File: src/rtl/screen_mode_ctrl.sv
// Top-level screen mode tracker and background renderer for the VGA chain.
// Handles clickable menu buttons, hover highlight and the multiplayer-wait timeout.
module screen_mode_ctrl #(
    parameter int                      BTN_COUNT           = 2,
    parameter logic [12*BTN_COUNT-1:0] BTN_X               = {12'd432, 12'd432},
    parameter logic [12*BTN_COUNT-1:0] BTN_Y               = {12'd540, 12'd400},
    parameter int                      BTN_W               = 128,
    parameter int                      BTN_H               = 80,
    parameter int                      TOP_V_LINE          = 317,
    parameter int                      BOTTOM_V_LINE       = 617,
    parameter int                      LEFT_H_LINE         = 361,
    parameter int                      RIGHT_H_LINE        = 661,
    parameter int                      BORDER              = 10,
    parameter logic [11:0]             MENU_RGB            = 12'h000,
    parameter logic [11:0]             VICTORY_RGB         = 12'h2f2,
    parameter logic [11:0]             OVER_RGB            = 12'hf22,
    parameter logic [11:0]             WAIT_RGB            = 12'h22f,
    parameter logic [11:0]             BTN_RGB             = 12'hfff,
    parameter logic [11:0]             BTN_HOVER_RGB       = 12'h0f0,
    parameter int                      WAIT_TIMEOUT_FRAMES = 600
) (
    input  logic                 pclk,
    input  logic                 rst,
    input  logic [11:0]          hcount_in,
    input  logic [11:0]          vcount_in,
    input  logic                 hsync_in,
    input  logic                 vsync_in,
    input  logic                 hblnk_in,
    input  logic                 vblnk_in,
    input  logic [11:0]          xpos,
    input  logic [11:0]          ypos,
    input  logic                 mouse_left,
    input  logic                 game_on,
    input  logic                 menu_on,
    input  logic                 game_over,
    input  logic                 victory,
    input  logic                 opponent_ready,
    output logic [11:0]          hcount_out,
    output logic [11:0]          vcount_out,
    output logic                 hsync_out,
    output logic                 vsync_out,
    output logic                 hblnk_out,
    output logic                 vblnk_out,
    output logic [11:0]          rgb_out,
    output logic [2:0]           mode,
    output logic                 multiplayer,
    output logic                 player_ready,
    output logic                 display_buttons,
    output logic [BTN_COUNT-1:0] btn_hover,
    output logic [BTN_COUNT-1:0] btn_click
);

    typedef enum logic [2:0] {
        MENU       = 3'd0,
        GAME       = 3'd1,
        VICTORY    = 3'd2,
        GAME_OVER  = 3'd3,
        MULTI_WAIT = 3'd4
    } state_t;

    state_t                state_reg, state_next;
    logic                  multi_sel_reg, multi_sel_next;
    logic                  mouse_prev_reg, click_armed_reg;
    logic [15:0]           frame_cnt_reg, frame_cnt_next;
    logic [BTN_COUNT-1:0]  mouse_hit, pix_hit, mouse_sel, pix_sel;
    logic                  click_edge, click_btn0, click_btn1, click_none;
    logic                  vsync_rise, timeout;
    logic                  in_frame;
    logic [11:0]           rgb_next;

    genvar gi;
    generate
        for (gi = 0; gi < BTN_COUNT; gi++) begin : g_btn
            localparam int X0 = int'(BTN_X[12*gi +: 12]);
            localparam int Y0 = int'(BTN_Y[12*gi +: 12]);
            assign mouse_hit[gi] = (int'(xpos) >= X0) && (int'(xpos) <= X0 + BTN_W - 1) &&
                                   (int'(ypos) >= Y0) && (int'(ypos) <= Y0 + BTN_H - 1);
            assign pix_hit[gi]   = (int'(hcount_in) >= X0) && (int'(hcount_in) <= X0 + BTN_W - 1) &&
                                   (int'(vcount_in) >= Y0) && (int'(vcount_in) <= Y0 + BTN_H - 1);
        end
    endgenerate

    // Overlapping buttons resolve to the lowest index.
    function automatic logic [BTN_COUNT-1:0] first_hit(input logic [BTN_COUNT-1:0] h);
        logic [BTN_COUNT-1:0] r;
        logic                 found;
        r     = '0;
        found = 1'b0;
        for (int i = 0; i < BTN_COUNT; i++) begin
            if (h[i] && !found) begin
                r[i]  = 1'b1;
                found = 1'b1;
            end
        end
        return r;
    endfunction

    assign mouse_sel = first_hit(mouse_hit);
    assign pix_sel   = first_hit(pix_hit);

    // Arming blocks a press held through reset from registering as a click.
    assign click_edge = mouse_left && !mouse_prev_reg && click_armed_reg;
    assign click_btn0 = click_edge && mouse_sel[0];
    assign click_btn1 = click_edge && mouse_sel[1];
    assign click_none = click_edge && (mouse_sel == '0);

    assign vsync_rise     = vsync_in && !vsync_out;
    assign frame_cnt_next = frame_cnt_reg + 16'((vsync_rise && frame_cnt_reg != 16'hffff) ? 1 : 0);
    assign timeout        = (WAIT_TIMEOUT_FRAMES != 0) && (frame_cnt_next >= 16'(WAIT_TIMEOUT_FRAMES));

    always_comb begin
        state_next     = state_reg;
        multi_sel_next = multi_sel_reg;
        case (state_reg)
            MENU: begin
                if (game_on)         begin state_next = GAME; multi_sel_next = 1'b0; end
                else if (click_btn0) begin state_next = GAME; multi_sel_next = 1'b0; end
                else if (click_btn1) begin state_next = MULTI_WAIT; multi_sel_next = 1'b1; end
                else if (game_over)  state_next = GAME_OVER;
                else if (victory)    state_next = VICTORY;
            end
            GAME: begin
                if (menu_on)        state_next = MENU;
                else if (game_over) state_next = GAME_OVER;
                else if (victory)   state_next = VICTORY;
            end
            VICTORY, GAME_OVER: begin
                if (game_on)         state_next = GAME;
                else if (menu_on)    state_next = MENU;
                else if (click_btn0) begin state_next = GAME; multi_sel_next = 1'b0; end
                else if (click_btn1) begin state_next = MULTI_WAIT; multi_sel_next = 1'b1; end
                else if (click_none) state_next = MENU;
            end
            MULTI_WAIT: begin
                if (click_edge)          state_next = MENU;
                else if (opponent_ready) state_next = GAME;
                else if (timeout)        state_next = MENU;
            end
            default: state_next = MENU;
        endcase
        if (state_next == MENU) multi_sel_next = 1'b0;
    end

    assign in_frame = (int'(hcount_in) >= LEFT_H_LINE - BORDER) && (int'(hcount_in) < RIGHT_H_LINE + BORDER) &&
                      (int'(vcount_in) >= TOP_V_LINE - BORDER) && (int'(vcount_in) < BOTTOM_V_LINE + BORDER) &&
                      !((int'(hcount_in) >= LEFT_H_LINE) && (int'(hcount_in) < RIGHT_H_LINE) &&
                        (int'(vcount_in) >= TOP_V_LINE) && (int'(vcount_in) < BOTTOM_V_LINE));

    // Colour is based on the state already registered when this pixel arrives.
    always_comb begin
        rgb_next = MENU_RGB;
        if (hblnk_in || vblnk_in)        rgb_next = 12'h000;
        else if (vcount_in == 12'd0)     rgb_next = 12'hff0;
        else if (vcount_in == 12'd767)   rgb_next = 12'hf00;
        else if (hcount_in == 12'd0)     rgb_next = 12'h0f0;
        else if (hcount_in == 12'd1023)  rgb_next = 12'h00f;
        else if (state_reg == GAME && in_frame) rgb_next = 12'hfff;
        else if (display_buttons && pix_sel != '0)
            rgb_next = ((pix_sel & btn_hover) != '0) ? BTN_HOVER_RGB : BTN_RGB;
        else begin
            case (state_reg)
                VICTORY:    rgb_next = VICTORY_RGB;
                GAME_OVER:  rgb_next = OVER_RGB;
                MULTI_WAIT: rgb_next = WAIT_RGB;
                GAME:       rgb_next = 12'h000;
                default:    rgb_next = MENU_RGB;
            endcase
        end
    end

    always_ff @(posedge pclk) begin
        if (rst) begin
            state_reg       <= MENU;
            multi_sel_reg   <= 1'b0;
            mouse_prev_reg  <= 1'b0;
            click_armed_reg <= 1'b0;
            frame_cnt_reg   <= '0;
            hcount_out      <= '0;
            vcount_out      <= '0;
            hsync_out       <= 1'b0;
            vsync_out       <= 1'b0;
            hblnk_out       <= 1'b0;
            vblnk_out       <= 1'b0;
            rgb_out         <= '0;
            multiplayer     <= 1'b0;
            player_ready    <= 1'b0;
            display_buttons <= 1'b1;
            btn_hover       <= '0;
            btn_click       <= '0;
        end else begin
            state_reg      <= state_next;
            multi_sel_reg  <= multi_sel_next;
            mouse_prev_reg <= mouse_left;
            if (!mouse_left) click_armed_reg <= 1'b1;
            frame_cnt_reg  <= (state_reg == MULTI_WAIT) ? frame_cnt_next : 16'd0;
            hcount_out     <= hcount_in;
            vcount_out     <= vcount_in;
            hsync_out      <= hsync_in;
            vsync_out      <= vsync_in;
            hblnk_out      <= hblnk_in;
            vblnk_out      <= vblnk_in;
            rgb_out        <= rgb_next;
            multiplayer    <= (state_next == MULTI_WAIT) || (state_next == GAME && multi_sel_next);
            player_ready   <= (state_next == MULTI_WAIT);
            display_buttons <= (state_next == MENU) || (state_next == VICTORY) || (state_next == GAME_OVER);
            btn_hover      <= mouse_sel;
            btn_click      <= {BTN_COUNT{click_edge && display_buttons}} & mouse_sel;
        end
    end

    assign mode = state_reg;

endmodule

File: config.mk
export PLATFORM = sky130hd
export DESIGN_NAME = screen_mode_ctrl
export DESIGN_NICKNAME = d
export VERILOG_FILES = /design/src/rtl/screen_mode_ctrl.sv
export SDC_FILE = /design/constraint.sdc
export NUM_CORES = 1
export LEC_CHECK = 0
export BUFFER_PORTS_ARGS = -buffer_cell sky130_fd_sc_hd__clkbuf_2
export CAP_MARGIN = 0
export CORE_MARGIN = 5
export CORE_UTILIZATION = 50
export CTS_CLUSTER_DIAMETER = 60
export DETAILED_ROUTE_END_ITERATION = 8
export PLACE_DENSITY = 0.89
export SETUP_SLACK_MARGIN = 0.02
export SLEW_MARGIN = 20
export SYNTH_ARGS = -nofsm -noshare
export SYNTH_HDL_FRONTEND = slang
export SYNTH_SLANG_ARGS = --single-unit
File: constraint.sdc
create_clock -name pclk -period 4 [get_ports pclk]
set_input_delay 0.8 -clock pclk [delete_from_list [all_inputs] [get_ports pclk]]
set_output_delay 0.8 -clock pclk [all_outputs]
set_load 0.02 [all_outputs]
---- After elaboration in Yosys (flattened, before gate mapping) ----
Index checks and enable logic that the tools add are counted.
storage, ports and cells
  bits in registers ....................... 69
  latch bits .............................. 0
  bits in writable memories ............... 0
  ROM bits ................................ 0
  input bits .............................. 60
  output and inout port bits .............. 50
  logic and storage cells ................. 139
  memories kept ........................... 0
operators by class
  add/subtract/negate cells ............... 1
  multipliers ............................. 0
  div/mod/pow operators ................... 0
  magnitude comparators ................... 21
  equal/unequal tests ..................... 11
  shifts and indexed selects .............. 0
  muxes and demuxes ....................... 35
  bitwise operators ....................... 3
  reduce and logical (&&, ||, !) cells .... 50
operators by type and width
  cell                  count
  $ge 12x9->1 const B   8
  $mux 12               7
  $le 12x10->1 const B  4
  $lt 12x10->1 const B  4
  $mux 3                14
  $pmux 12 s3           1
  $logic_and 1x1->1     30
  $eq 12x10->1 const B  2
  $ge 12x10->1 const B  2
  $le 12x9->1 const B   2
  $logic_not 12->1      2
  $add 16x1->16         1
  $ge 16x10->1 const B  1
  $ne 16x16->1 const B  1
  $eq 3x2->1 const B    4
  $pmux 3 s4            1
  $mux 1                11
  $eq 3x1->1 const B    2
  $eq 3x3->1 const B    2
  $logic_not 3->1       2
  $reduce_or 2->1       3
  $logic_not 1->1       5
  $reduce_or 5->1       1
  $and 2x2->2           2
  other kinds (5)       9

---- Logic depth before layout (Yosys ltp) ----
Gate-level depths: netlist of run 1.
  word-level depth ........................ 20
  mapped depth ............................ 13

---- Worst setup path before layout of run 1 ----
Ideal clock, no wire load.
  path type ............................... flip-flop to flip-flop
  start point ............................. register frame_cnt_reg[6]
  end point ............................... register display_buttons
  arrival ................................. 2.993 ns
  data required time ...................... 3.883 ns
  setup slack ............................. 0.890 ns
  stages on the path, launching flop included .. 14
  buffers on the path ..................... 1
  cell sequence ........................... dfxtp_1 buf_2 nand4_2 nor4_1 nor3b_1 ha_1 ha_1 nand3_2 nor3b_1 a2111oi_0 a211oi_1 or4_1 o31a_2 o22a_1
between the ends
  longest elaborated chain between the ends .. 12
  elaborated cells between the ends (all ways) .. 14
  those cells by class .................... add/sub: 1; order compare: 1; eq/ne: 3; mux: 5; reduce/logical: 4
ends and longest elaborated chain
  what                                           RTL line  text
  start: declaration                             64        logic [15:0] frame_cnt_reg, frame_cnt_next;
  start signal: assignment                       195       frame_cnt_reg <= (state_reg == MULTI_WAIT) ? frame_cnt_next : 16'd0;
  $ne 16x16->1                                   108       assign frame_cnt_next = frame_cnt_reg + 16'((vsync_rise && frame_cnt_reg != 16'hffff) ? 1 : 0);
  $logic_and 1x1->1                              108
  $mux 1                                         108
  $add 16x1->16 *                                108
  $ge 16x10->1 *                                 109       assign timeout = (WAIT_TIMEOUT_FRAMES != 0) && (frame_cnt_next >= 16'(WAIT_TIMEOUT_FRAMES));
  $mux 3 *                                       137       else if (timeout) state_next = MENU;
  $mux 3 *                                       136       else if (opponent_ready) state_next = GAME;
  $mux 3 *                                       135       if (click_edge) state_next = MENU;
  $pmux 3 s4 *                                   114       case (state_reg)
  $eq 3x2->1 or $logic_not 3->1 (tied branches)  205       display_buttons <= (state_next == MENU) || (state_next == VICTORY) || (state_next == GAME_OVER);
  $logic_or 1x1->1                               205
  $logic_or 1x1->1 *                             205
  end signal: assignment                         205
  end: declaration                               48        output logic display_buttons,
Mark *: on every way between the ends. The rest lies on a longest branch, timed or not.
A chain may end at the register's enable or synchronous reset.

---- Worst setup path after layout of run 1 ----
  start point ............................. register frame_cnt_reg[5]
  end point ............................... register display_buttons
Same word-level chain as after synthesis.

==> key figures, run 1 <==
Run status
  – Status: completed

Place
  – Placer Congestion: 0.937
  – Dpl cells: 552
  – Port Buf Inserts: about 110
  – DP HPWL: 6.30 mm

Timing
  – Setup violators final: 0
  – Final min period: 3.60 ns
  – Total negative slack: 0 ns
  – Slew headroom: 45.6%
  – Final Hold Viols: 0
  – WHS: 0.480 ns
  – Fmax: 278 MHz
  – Max-slew violations: 0
  – Clk_skew: 0.00641 ns
  – Period utilization: 89.9%
  – RSZ-0062 raised after global routing: false
  – Tightest Pin Transition: around 0.82 ns

Floorplan
  – Chip Width: 90.5 µm
  – Io pins: 110
  – Die Area: 8200 µm²
  – Core ar.: 6310 µm²
  – Starting Density: 51.4%
  – Die Ht: 90.5 µm
  – Std cell rows: 29

Yosys
  – Area share of and/or/nand/nor cells after synthesis: 35.2%
  – Synth Area in Compound Gates: 14.7%
  – Cells after synthesis: roughly 390
  – Mux cell area share after synthesis: ~1.2%
  – Sequential fraction of the synthesis area: roughly 40%
  – Combinational family with the most area after synthesis: simple AND/OR/NAND/NOR gates
  – Yosys warnings: 0
  – Post-synth EDFFs: 0
  – Synthesized flop and latch total: 63
  – Netlist cell types: 68
  – Adder-cell share of the synthesized area: 1.16%
  – Synthesized area: roughly 3200 µm²
  – Synth async-reset ratio: 0%
  – Synth Area per Inst: 8.27 µm²
  – Syn Nets: 455
  – Post-Synth XOR/XNOR Area: 4.05%
  – Primary FF master, synth: dfxtp_1

Critical path
  – CP Class: flip-flop to flip-flop
  – Peak fanout along the critical path: 9
  – CP Data Required Time: ~4.2 ns
  – WP data arrival: 3.83 ns
  – CP Launch Type: flip-flop
  – CP cell instances: nand4_2, nor4_1, nor3b_1, ha_1, ha_1, nand3_2, nor3b_1, a2111oi_0, a211oi_1, or4_1, o31a_2, o22a_1
  – Cell family with most CP delay: simple AND/OR/NAND/NOR gates
  – Worst path max stage delay: 0.55 ns
  – Critical Path End Type: flip-flop
  – Worst Path Buf+Inv: 0
  – Critical path's slowest cell: or4_1

Cells and area
  – Post-Route Utilization: between 60% and 70%
  – Commonest cells after routing, fill and taps aside: clkbuf_2 (105), dfxtp_1 (63), nor2_1 (54)
  – Layout fillers: 571
  – ANT cells: 0
  – Layout area overhead: 22.3%
  – Non-filler cells, final: 567
  – Number of flip-flops in the largest register: 16
  – Layout cell share with drive strength beyond 1: around 28%
  – Commonest non-fill, non-tap cell in the layout: clkbuf_2
  – Nets: 549

Routing
  – Routed WL per cell: 14.7 µm
  – DRC: 0
  – Drt pass-1 iters: 4
  – Via density: 5.69
  – Post-DRT Antenna Nets: 0
  – Via count: around 3200
  – WL final: 8.34 mm
  – Initial DRC Count: 148

Run
  – Max-Cap Viols: 0

Pwr
  – Max IR drop VDD: 0.000240 V
  – Leak: approximately 1.7 nW
  – Cell Pwr Density: 368 nW/µm²

Global routing
  – Largest net degree at the start of global routing: 45
  – Grt ovf: 0
  – First-pass GRT wire length: 14.4 mm
  – Total GRT Usage: roughly a fifth
  – Vias in the first global route: 3173
  – Antenna violations before repair: 0

Clocking
  – Worst-skew pair later-pin latency: 0.34 ns
  – Max Buffers Root-to-Sink: 2
  – CTS Hold Bufs: 0
  – Post-CTS sizing: 0
  – CTS tree: built
  – Clock transition at the registers of the reported paths: 0.07 ns
  – H-Tree Level Count: 3
  – CTS buffer count: 9
  – CTS Root Cell: clkbuf_8
  – CTS sink count: 63
  – Post-CTS setup buffer count: 0

Hold path
  – Hold Path Class: flip-flop to flip-flop
==> final cells by class <==
class	count	area, µm²	area share [%]
inverter	11	41.3	1.04
sequential	63	1260	31.8
timing repair buffer	105	526	13.2
multi-input combinational	296	1830	46.0
tap	77	96.3	2.43
clock inverter	2	37.5	0.946
clock buffer	13	179	4.51
==> per-stage QoR <==
stage | total power, mW | setup WS, ns | cell area, µm²
2_1_floorplan | 0.796 | 0.890 | 3240
3_3_place_gp | 0.871 | 0.504 | 3750
3_5_place_dp | 0.878 | 0.438 | 3750
4_1_cts | 1.47 | 0.365 | 3970
5_1_grt | 1.53 | 0.172 | 3970
6_report | 1.46 | 0.404 | 3970
==> final timing paths <==
| path | start | endpoint | slack (ns) | cells after the start |
|---|---|---|---|---|
| setup reg to reg | frame_cnt_reg[5]$_SDFF_PP0_ | display_buttons$_SDFF_PP1_ | 0.40 | 12 |
| setup / recovery | frame_cnt_reg[5]$_SDFF_PP0_ | display_buttons$_SDFF_PP1_ | 0.40 | 12 |
| hold / removal | click_armed_reg$_SDFFE_PP0N_ | click_armed_reg$_SDFFE_PP0N_ | 0.48 | 2 |
| hold reg to reg | click_armed_reg$_SDFFE_PP0N_ | click_armed_reg$_SDFFE_PP0N_ | 0.48 | 2 |
==> worst min-delay path: stages (launching register included) <==
cell and delay [ns]:
dfxtp_1 0.31, inv_1 0.06, a21oi_1 0.06
==> metal layers <==
metal	vias to the layer above	part of all wire (%)	routed length, µm	GRT usage (%)
li1	1589	-	-	-
met1	1469	40	3350	24.7
met4	0	1.6	136	6.82
met5	-	0	0	0
met3	18	9.6	800	7.83
met2	153	49	4050	34.7
==> where the power goes <==
group	switching (mW)	total, mW	internal [mW]	leakage (nW)
clock network	0.242	0.594	0.352	0.108
logic	0.122	0.199	0.0771	1.05
registers	0.0171	0.667	0.650	0.517
==> cells by family (layout without fill, tap and decap cells) <==
logic type               after synthesis  after routing
flip-flops                            63             63
XOR/XNOR                              15             15
AO/OA/AOI/OAI                         68             68
adder cells (fa/ha/maj)                3              3
multiplexers                           4              4
buffers and inverters                 33            131
AND/OR/NAND/NOR                      206            206
==> cells in the mapped netlist (2+ instances only) <==
cell / n / area (µm²)
nand3_1: 14 / 70.1
nand4_1: 8 / 50.1
nand2b_1: 5 / 31.3
or4_1: 2 / 15.0
nor2_1: 54 / 203
a21o_1: 3 / 22.5
mux2i_1: 4 / 40.0
o21ai_1: 2 / 10.0
a2111o_1: 2 / 22.5
nand2_1: 26 / 97.6
clkbuf_1: 14 / 52.6
dfxtp_1: 63 / 1260
nor2b_1: 29 / 181
nor3_1: 16 / 80.1
nor3b_1: 3 / 22.5
nor4_1: 11 / 68.8
nand3b_1: 5 / 37.5
a21oi_1: 11 / 55.1
o22ai_1: 2 / 12.5
o21ba_2: 2 / 20.0
and3_1: 3 / 18.8
inv_1: 11 / 41.3
o21ai_0: 8 / 40.0
or2_2: 5 / 31.3
a31oi_1: 11 / 68.8
buf_4: 6 / 45.0
or3_1: 4 / 25.0
nand4b_1: 2 / 17.5
a211oi_1: 4 / 30.0
o211ai_1: 5 / 37.5
ha_1: 3 / 37.5
xnor2_1: 10 / 87.6
xor2_1: 5 / 43.8
nor4b_1: 4 / 35.0
nand4_2: 2 / 25.0
(Power assumes the default switching activity.)
==> inputs of run 2 (changes only) <==
--- a/config.mk
+++ b/config.mk
@@ -11,7 +11,7 @@
 export CORE_UTILIZATION = 50
 export CTS_CLUSTER_DIAMETER = 60
 export DETAILED_ROUTE_END_ITERATION = 8
-export PLACE_DENSITY = 0.89
+export PLACE_DENSITY = 0.87
 export SETUP_SLACK_MARGIN = 0.02
 export SLEW_MARGIN = 20
 export SYNTH_ARGS = -nofsm -noshare
==> run 2 against run 1 <==
Effect of this change:
- non-clock buffer count unchanged
- worst hold slack worse by 0.034 ns
- cell area up 0.41%
- wire length down 4.1%
- clock power up 6.6%
- die area unchanged
- register-to-register slack worse by 0.05 ns
- final cell count up 0.18%
==> key figures, run 2 (synthesis gave the netlist of run 1 again) <==
Run status
  – Status: completed

Clocking
  – CTS buffer count: 9 (unchanged)
  – CTS sink count: 63 (unchanged)
  – CTS Root Cell: clkbuf_8
  – Clock transition at the registers of the reported paths: 0.07 ns (about the same)
  – CTS Hold Bufs: 0 (unchanged)
  – Max Buffers Root-to-Sink: 2 (unchanged)
  – H-Tree Level Count: 3 (unchanged)
  – Worst-skew pair later-pin latency: 0.34 ns (about the same)
  – CTS tree: built

Hold path
  – Hold Path Class: flip-flop to flip-flop

Routing
  – Post-DRT Antenna Nets: 0 (unchanged)
  – Via count: 3199 (-0.93%)
  – Routed WL per cell: 14.1 µm (-4.2%)
  – Drt pass-1 iters: 5 (+1)
  – Initial DRC Count: 137 (-7.4%)
  – Via density: 5.63 (-1.1%)
  – WL final: 8.00 mm (-4.1%)
  – DRC: 0 (unchanged)

Global routing
  – Vias in the first global route: 3180 (+0.22%)
  – Total GRT Usage: 20.0% (-0.88 points)
  – First-pass GRT wire length: 13.9 mm (-3.7%)
  – Grt ovf: 0 (unchanged)
  – Antenna violations before repair: 0 (unchanged)
  – Largest net degree at the start of global routing: 45 (unchanged)

Floorplan
  – Die Ht: 90.5 µm (unchanged)
  – Die Area: 8200 µm² (unchanged)
  – Std cell rows: 29 (unchanged)
  – Core ar.: 6310 µm² (unchanged)
  – Io pins: 110 (unchanged)
  – Starting Density: 51.4% (unchanged)
  – Chip Width: 90.5 µm (unchanged)

Place
  – Port Buf Inserts: 105 (unchanged)
  – Placer Congestion: 0.959 (+2.4%)
  – Pre-CTS WS: 0.363 ns (-0.0746 ns)
  – DP HPWL: 6.15 mm (-2.3%)

Cells and area
  – Multi-input combinational cell area: 1830 µm² (unchanged)
  – Number of flip-flops in the largest register: 16 (unchanged)
  – Nets: 549 (unchanged)
  – Commonest cells after routing, fill and taps aside: clkbuf_2 (105), dfxtp_1 (62), nor2_1 (54)
  – Commonest non-fill, non-tap cell in the layout: clkbuf_2
  – ANT cells: 0 (unchanged)
  – Layout area overhead: 22.8%
  – Register area: 1260 µm² (about the same)
  – Layout fillers: 547 (-4.2%)
  – Layout cell share with drive strength beyond 1: 28.7% (+0.35 points)

Timing
  – Final Hold Viols: 0 (unchanged)
  – Period utilization: 91.2% (+1.3 points)
  – Total negative slack: 0 ns (unchanged)
  – Clk_skew: 0.00719 ns (+0.000777 ns)
  – WHS: 0.445 ns (-0.0343 ns)
  – Tightest Pin Transition: 0.827 ns (+0.0113 ns)
  – Fmax: 274 MHz (-1.4%)
  – Setup violators final: 0 (unchanged)
  – Max-slew violations: 0 (unchanged)
  – Slew headroom: 44.9% (-0.75 points)
  – RSZ-0062 raised after global routing: false
  – Final min period: 3.65 ns (+0.0529 ns)
  – Setup ws final: 0.351 ns (-0.0529 ns)

Pwr
  – Seq pwr share: 44.5% (-1.2 points)
  – Clock share of power: 42.3% (+1.6 points)
  – Int Pwr: 1.11 mW (+2.9%)
  – Leak: 1.67 nW (+0.26%)
  – Net Sw Frac: 25.8% (-0.29 points)
  – Pwr Total: 1.50 mW (+2.4%)
  – P_sw: 0.386 mW (+1.3%)
  – Cell Pwr Density: 376 nW/µm² (+2.0%)
  – Max IR drop VDD: 0.000333 V (+39%)
  – Power share of the combinational group: 13.2% (-0.5 points)

Critical path
  – Critical Path End Type: flip-flop
  – Reg-to-Reg Start: frame_cnt_reg[6]$_SDFF_PP0_
  – Worst path max stage delay: 0.58 ns (+0.03 ns)
  – Worst Reg-to-Reg Cells: 12 (unchanged)
  – CP cell instances: nand4_2, nor4_1, nor3b_1, ha_1, ha_1, nand3_2, nor3b_1, a2111oi_0, a211oi_1, or4_1, o31a_2, o22a_1
  – CP Data Required Time: 4.23 ns (about the same)
  – Reg2reg setup slack: 0.35 ns (-0.05 ns)
  – CP Launch Type: flip-flop
  – Crit path to: display_buttons$_SDFF_PP1_
  – Worst r2r dst: display_buttons$_SDFF_PP1_
  – CP Class: flip-flop to flip-flop
  – Critical path's slowest cell: or4_1
  – Peak fanout along the critical path: 9 (unchanged)
  – WP data arrival: 3.88 ns (+0.05 ns)
  – Worst Setup SP: frame_cnt_reg[6]$_SDFF_PP0_

Run
  – Max-Cap Viols: 0 (unchanged)
==> run 2: changes by cell type in the layout (fill, tap and decap cells not counted), sizes merged <==
| cell | change |
|---|---|
| bufinv | +1 |
| clkbuf | -2 |
| clkinv | +1 |
| clkinvlp | +1 |
==> run 2: worst min path at each step <==
stage	from	to	slack, ns	cells after the start
floorplan	click_armed_reg$_SDFFE_PP0N_	click_armed_reg$_SDFFE_PP0N_	0.43	2
global placement	click_armed_reg$_SDFFE_PP0N_	click_armed_reg$_SDFFE_PP0N_	0.43	2
detailed placement	click_armed_reg$_SDFFE_PP0N_	click_armed_reg$_SDFFE_PP0N_	0.44	2
CTS	click_armed_reg$_SDFFE_PP0N_	click_armed_reg$_SDFFE_PP0N_	0.45	2
global route	click_armed_reg$_SDFFE_PP0N_	click_armed_reg$_SDFFE_PP0N_	0.47	2
finish	click_armed_reg$_SDFFE_PP0N_	click_armed_reg$_SDFFE_PP0N_	0.45	2
==> run 2: power by group through the flow <==
| stage | registers (mW) | clock network, mW | logic (mW) |
|---|---|---|---|
| after floorplan | 0.698 | 0 | 0.0977 |
| after global placement | 0.679 | 0 | 0.192 |
| after detailed placement | 0.680 | 0 | 0.197 |
| after CTS | 0.666 | 0.642 | 0.198 |
| after global routing | 0.669 | 0.672 | 0.222 |
| final | 0.665 | 0.633 | 0.198 |
==> run 2: critical path: cells and delay by family (launching register included) <==
family	cells	cell delay (ns)
AO/OA/AOI/OAI	4	0.92
adder cells (fa/ha/maj)	2	0.53
flip-flops	1	0.52
AND/OR/NAND/NOR	6	1.58
==> run 2: layout make-up <==
class                           count  share of cell area (%)
Sequential cell                    63                    31.7
Inverter                           11                    1.04
Tap cell                           77                    2.42
Multi-Input combinational cell    296                    45.9
Timing Repair Buffer              105                    13.2
Clock buffer                       11                    3.80
Clock inverter                      5                    2.01
==> run 2: stage by stage <==
step	instances	util [%]	area (µm²)
2_1_floorplan	392	-	3240
4_1_cts	568	63.1	3980
5_1_grt	568	63.1	3980
3_5_place_dp	552	59.4	3750
3_3_place_gp	552	59.4	3750
6_report	568	63.1	3980
==> run 2: timing repair <==
item                       CTS  global route
hold endpoints to repair     0             0
setup buffers                0             0
setup endpoints to repair    0             1
gates resized for setup      0             1
==> run 2: per-layer routing <==
metal	track usage (%)	vias to the layer above	routed length [µm]
met5	0	-	0
met4	9.80	0	121
met3	5.83	16	731
met2	33.0	128	3850
met1	23.6	1465	3300
li1	-	1590	-
==> inputs of run 3 (changes only) <==
--- a/config.mk
+++ b/config.mk
@@ -7,6 +7,7 @@
 export LEC_CHECK = 0
 export BUFFER_PORTS_ARGS = -buffer_cell sky130_fd_sc_hd__clkbuf_2
 export CAP_MARGIN = 0
+export CORE_ASPECT_RATIO = 0.7
 export CORE_MARGIN = 5
 export CORE_UTILIZATION = 50
 export CTS_CLUSTER_DIAMETER = 60
==> run 3 against run 2 <==
Effect of this change:
- combinational power increased by 3%
- setup slack improved by 0.043 ns
- global-route usage increased by 1.4 points
- clock skew about the same
- clock power decreased by 5.5%
- critical endpoint unchanged
- count of clock-buffer cells in the layout decreased by 1
- largest power group unchanged
==> key figures, run 3 (synthesis gave the netlist of run 1 again) <==
Run status
  – Status: completed

Critical path
  – Worst Path Buf+Inv: 0 (unchanged)
  – CP Class: flip-flop to flip-flop
  – Worst path max stage delay: 0.59 ns (about the same)
  – Peak fanout along the critical path: 9 (unchanged)
  – CP cell instances: nand4_2, nor4_1, nor3b_1, ha_1, ha_1, nand3_2, nor3b_1, a2111oi_0, a211oi_1, or4_1, o31a_2, o22a_1
  – CP Data Required Time: 4.22 ns (about the same)
  – Critical path's slowest cell: or4_1
  – CP Launch Type: flip-flop
  – WP data arrival: 3.83 ns (-0.05 ns)
  – Critical Path End Type: flip-flop
  – Cell family with most CP delay: simple AND/OR/NAND/NOR gates

Clocking
  – Clock transition at the registers of the reported paths: 0.07 ns (about the same)
  – CTS tree: built
  – Worst-skew pair later-pin latency: 0.33 ns (about the same)
  – CTS Root Cell: clkbuf_8
  – CTS buffer count: 9 (unchanged)
  – CTS sink count: 63 (unchanged)
  – Max Buffers Root-to-Sink: 2 (unchanged)
  – H-Tree Level Count: 3 (unchanged)

Timing
  – Slew headroom: 64.3% (+19 points)
  – Tightest Pin Transition: 0.536 ns (-0.290 ns)
  – Total negative slack: 0 ns (unchanged)
  – Final min period: 3.61 ns (-0.0427 ns)
  – Setup violators final: 0 (unchanged)
  – Fmax: 277 MHz (+1.2%)
  – Clk_skew: 0.00672 ns (-0.000468 ns)
  – Final Hold Viols: 0 (unchanged)
  – RSZ-0062 raised after global routing: false
  – Setup ws final: 0.394 ns (+0.0427 ns)
  – Period utilization: 90.2% (-1.1 points)
  – Max-slew violations: 0 (unchanged)

Place
  – Pre-CTS WS: 0.362 ns (-0.00111 ns)
  – Placer Congestion: 0.959 (about the same)
  – Port Buf Inserts: 105 (unchanged)
  – Post-DP Area: 3760 µm² (+0.23%)
  – DP HPWL: 6.73 mm (+9.3%)

Routing
  – Via count: 3251 (+1.6%)
  – DRC: 0 (unchanged)
  – Initial DRC Count: 228 (+66%)
  – Via density: 5.70 (+1.3%)
  – Post-DRT Antenna Nets: 0 (unchanged)
  – Routed WL per cell: 15.3 µm (+8.8%)
  – WL final: 8.73 mm (+9.1%)
  – Drt pass-1 iters: 4 (-1)

Global routing
  – Largest net degree at the start of global routing: 28 (-38%)
  – Vias in the first global route: 3055 (-3.9%)
  – Total GRT Usage: 21.5% (+1.4 points)
  – First-pass GRT wire length: 14.5 mm (+4.4%)
  – Grt ovf: 0 (unchanged)
  – Antenna violations before repair: 0 (unchanged)

Cells and area
  – Commonest non-fill, non-tap cell in the layout: clkbuf_2
  – Number of flip-flops in the largest register: 16 (unchanged)
  – Commonest cells after routing, fill and taps aside: clkbuf_2 (105), dfxtp_1 (62), nor2_1 (54)
  – ANT cells: 0 (unchanged)
  – Layout fillers: 510 (-6.8%)
  – Nets: 550 (+0.18%)
  – Layout cell share with drive strength beyond 1: 28.7% (-0.058 points)
  – Layout area overhead: 22.5%
  – Design Area, Final: 3970 µm² (-0.25%)

Floorplan
  – Die Ht: 77.4 µm (-15%)
  – Std cell rows: 24 (-17%)
  – Io pins: 110 (unchanged)
  – Die Area: 8220 µm² (+0.31%)
  – Core ar.: 6280 µm² (-0.59%)
  – Starting Density: 51.7% (+0.31 points)
  – Chip Width: 106 µm (+17%)

Pwr
  – Leak: 1.67 nW (-0.27%)
  – Pwr Total: 1.47 mW (-1.8%)
  – Cell Pwr Density: 370 nW/µm² (-1.6%)
  – Max IR drop VDD: 0.000289 V (-13%)

Hold path
  – Hold Path Class: flip-flop to flip-flop

Run
  – Max-Cap Viols: 0 (unchanged)
run 3: worst reg2reg max path, cell delays in order (launching register included):
cell       delay, ns
dfxtp_1         0.52
nand4_2         0.29
nor4_1          0.30
nor3b_1         0.09
ha_1            0.27
ha_1            0.27
nand3_2         0.19
nor3b_1         0.07
a2111oi_0       0.40
a211oi_1        0.12
or4_1           0.59
o31a_2          0.18
o22a_1          0.22
run 3: what timing repair did:
action | in CTS | in global routing
gates resized for setup | 0 | 1
setup buffers | 0 | 0
hold buffers | 0 | 0
setup endpoints to repair | 0 | 1
run 3: worst paths after layout:
kind / cells after the start / slack [ns] / endpoint / from
setup / recovery: 12 / 0.39 / display_buttons$_SDFF_PP1_ / frame_cnt_reg[7]$_SDFF_PP0_
hold / removal: 2 / 0.46 / click_armed_reg$_SDFFE_PP0N_ / click_armed_reg$_SDFFE_PP0N_
hold reg to reg: 2 / 0.46 / click_armed_reg$_SDFFE_PP0N_ / click_armed_reg$_SDFFE_PP0N_
setup reg to reg: 12 / 0.39 / display_buttons$_SDFF_PP1_ / frame_cnt_reg[7]$_SDFF_PP0_
run 3: stage by stage:
| step | hold WS (ns) | std cells | utilization [%] |
|---|---|---|---|
| 2_1_floorplan | 0.426 | 392 | - |
| 3_3_place_gp | 0.434 | 554 | 59.9 |
| 3_5_place_dp | 0.446 | 554 | 59.9 |
| 4_1_cts | 0.457 | 570 | 63.3 |
| 5_1_grt | 0.486 | 570 | 63.3 |
| 6_report | 0.456 | 570 | 63.3 |
run 3: per-layer routing:
metal | vias up | part of all wire [%] | GRT usage [%]
li1 | 1601 | - | -
met1 | 1478 | 46 | 28.8
met2 | 156 | 44 | 33.4
met3 | 16 | 8.1 | 5.97
met4 | 0 | 1.8 | 7.37
met5 | - | 0 | 0
run 3: report_power, final:
part	internal, mW	switching, mW
clock	0.349	0.249
sequential	0.649	0.0180
combinational	0.0777	0.126
run 3: area by class of cell:
class / instances / area [µm²] / area share (%)
clock inverter: 6 / 85.1 / 2.14
sequential: 63 / 1260 / 31.8
inverter: 11 / 41.3 / 1.04
clock buffer: 10 / 128 / 3.21
tap: 78 / 97.6 / 2.46
timing repair buffer: 106 / 533 / 13.4
multi-input combinational: 296 / 1830 / 46.0
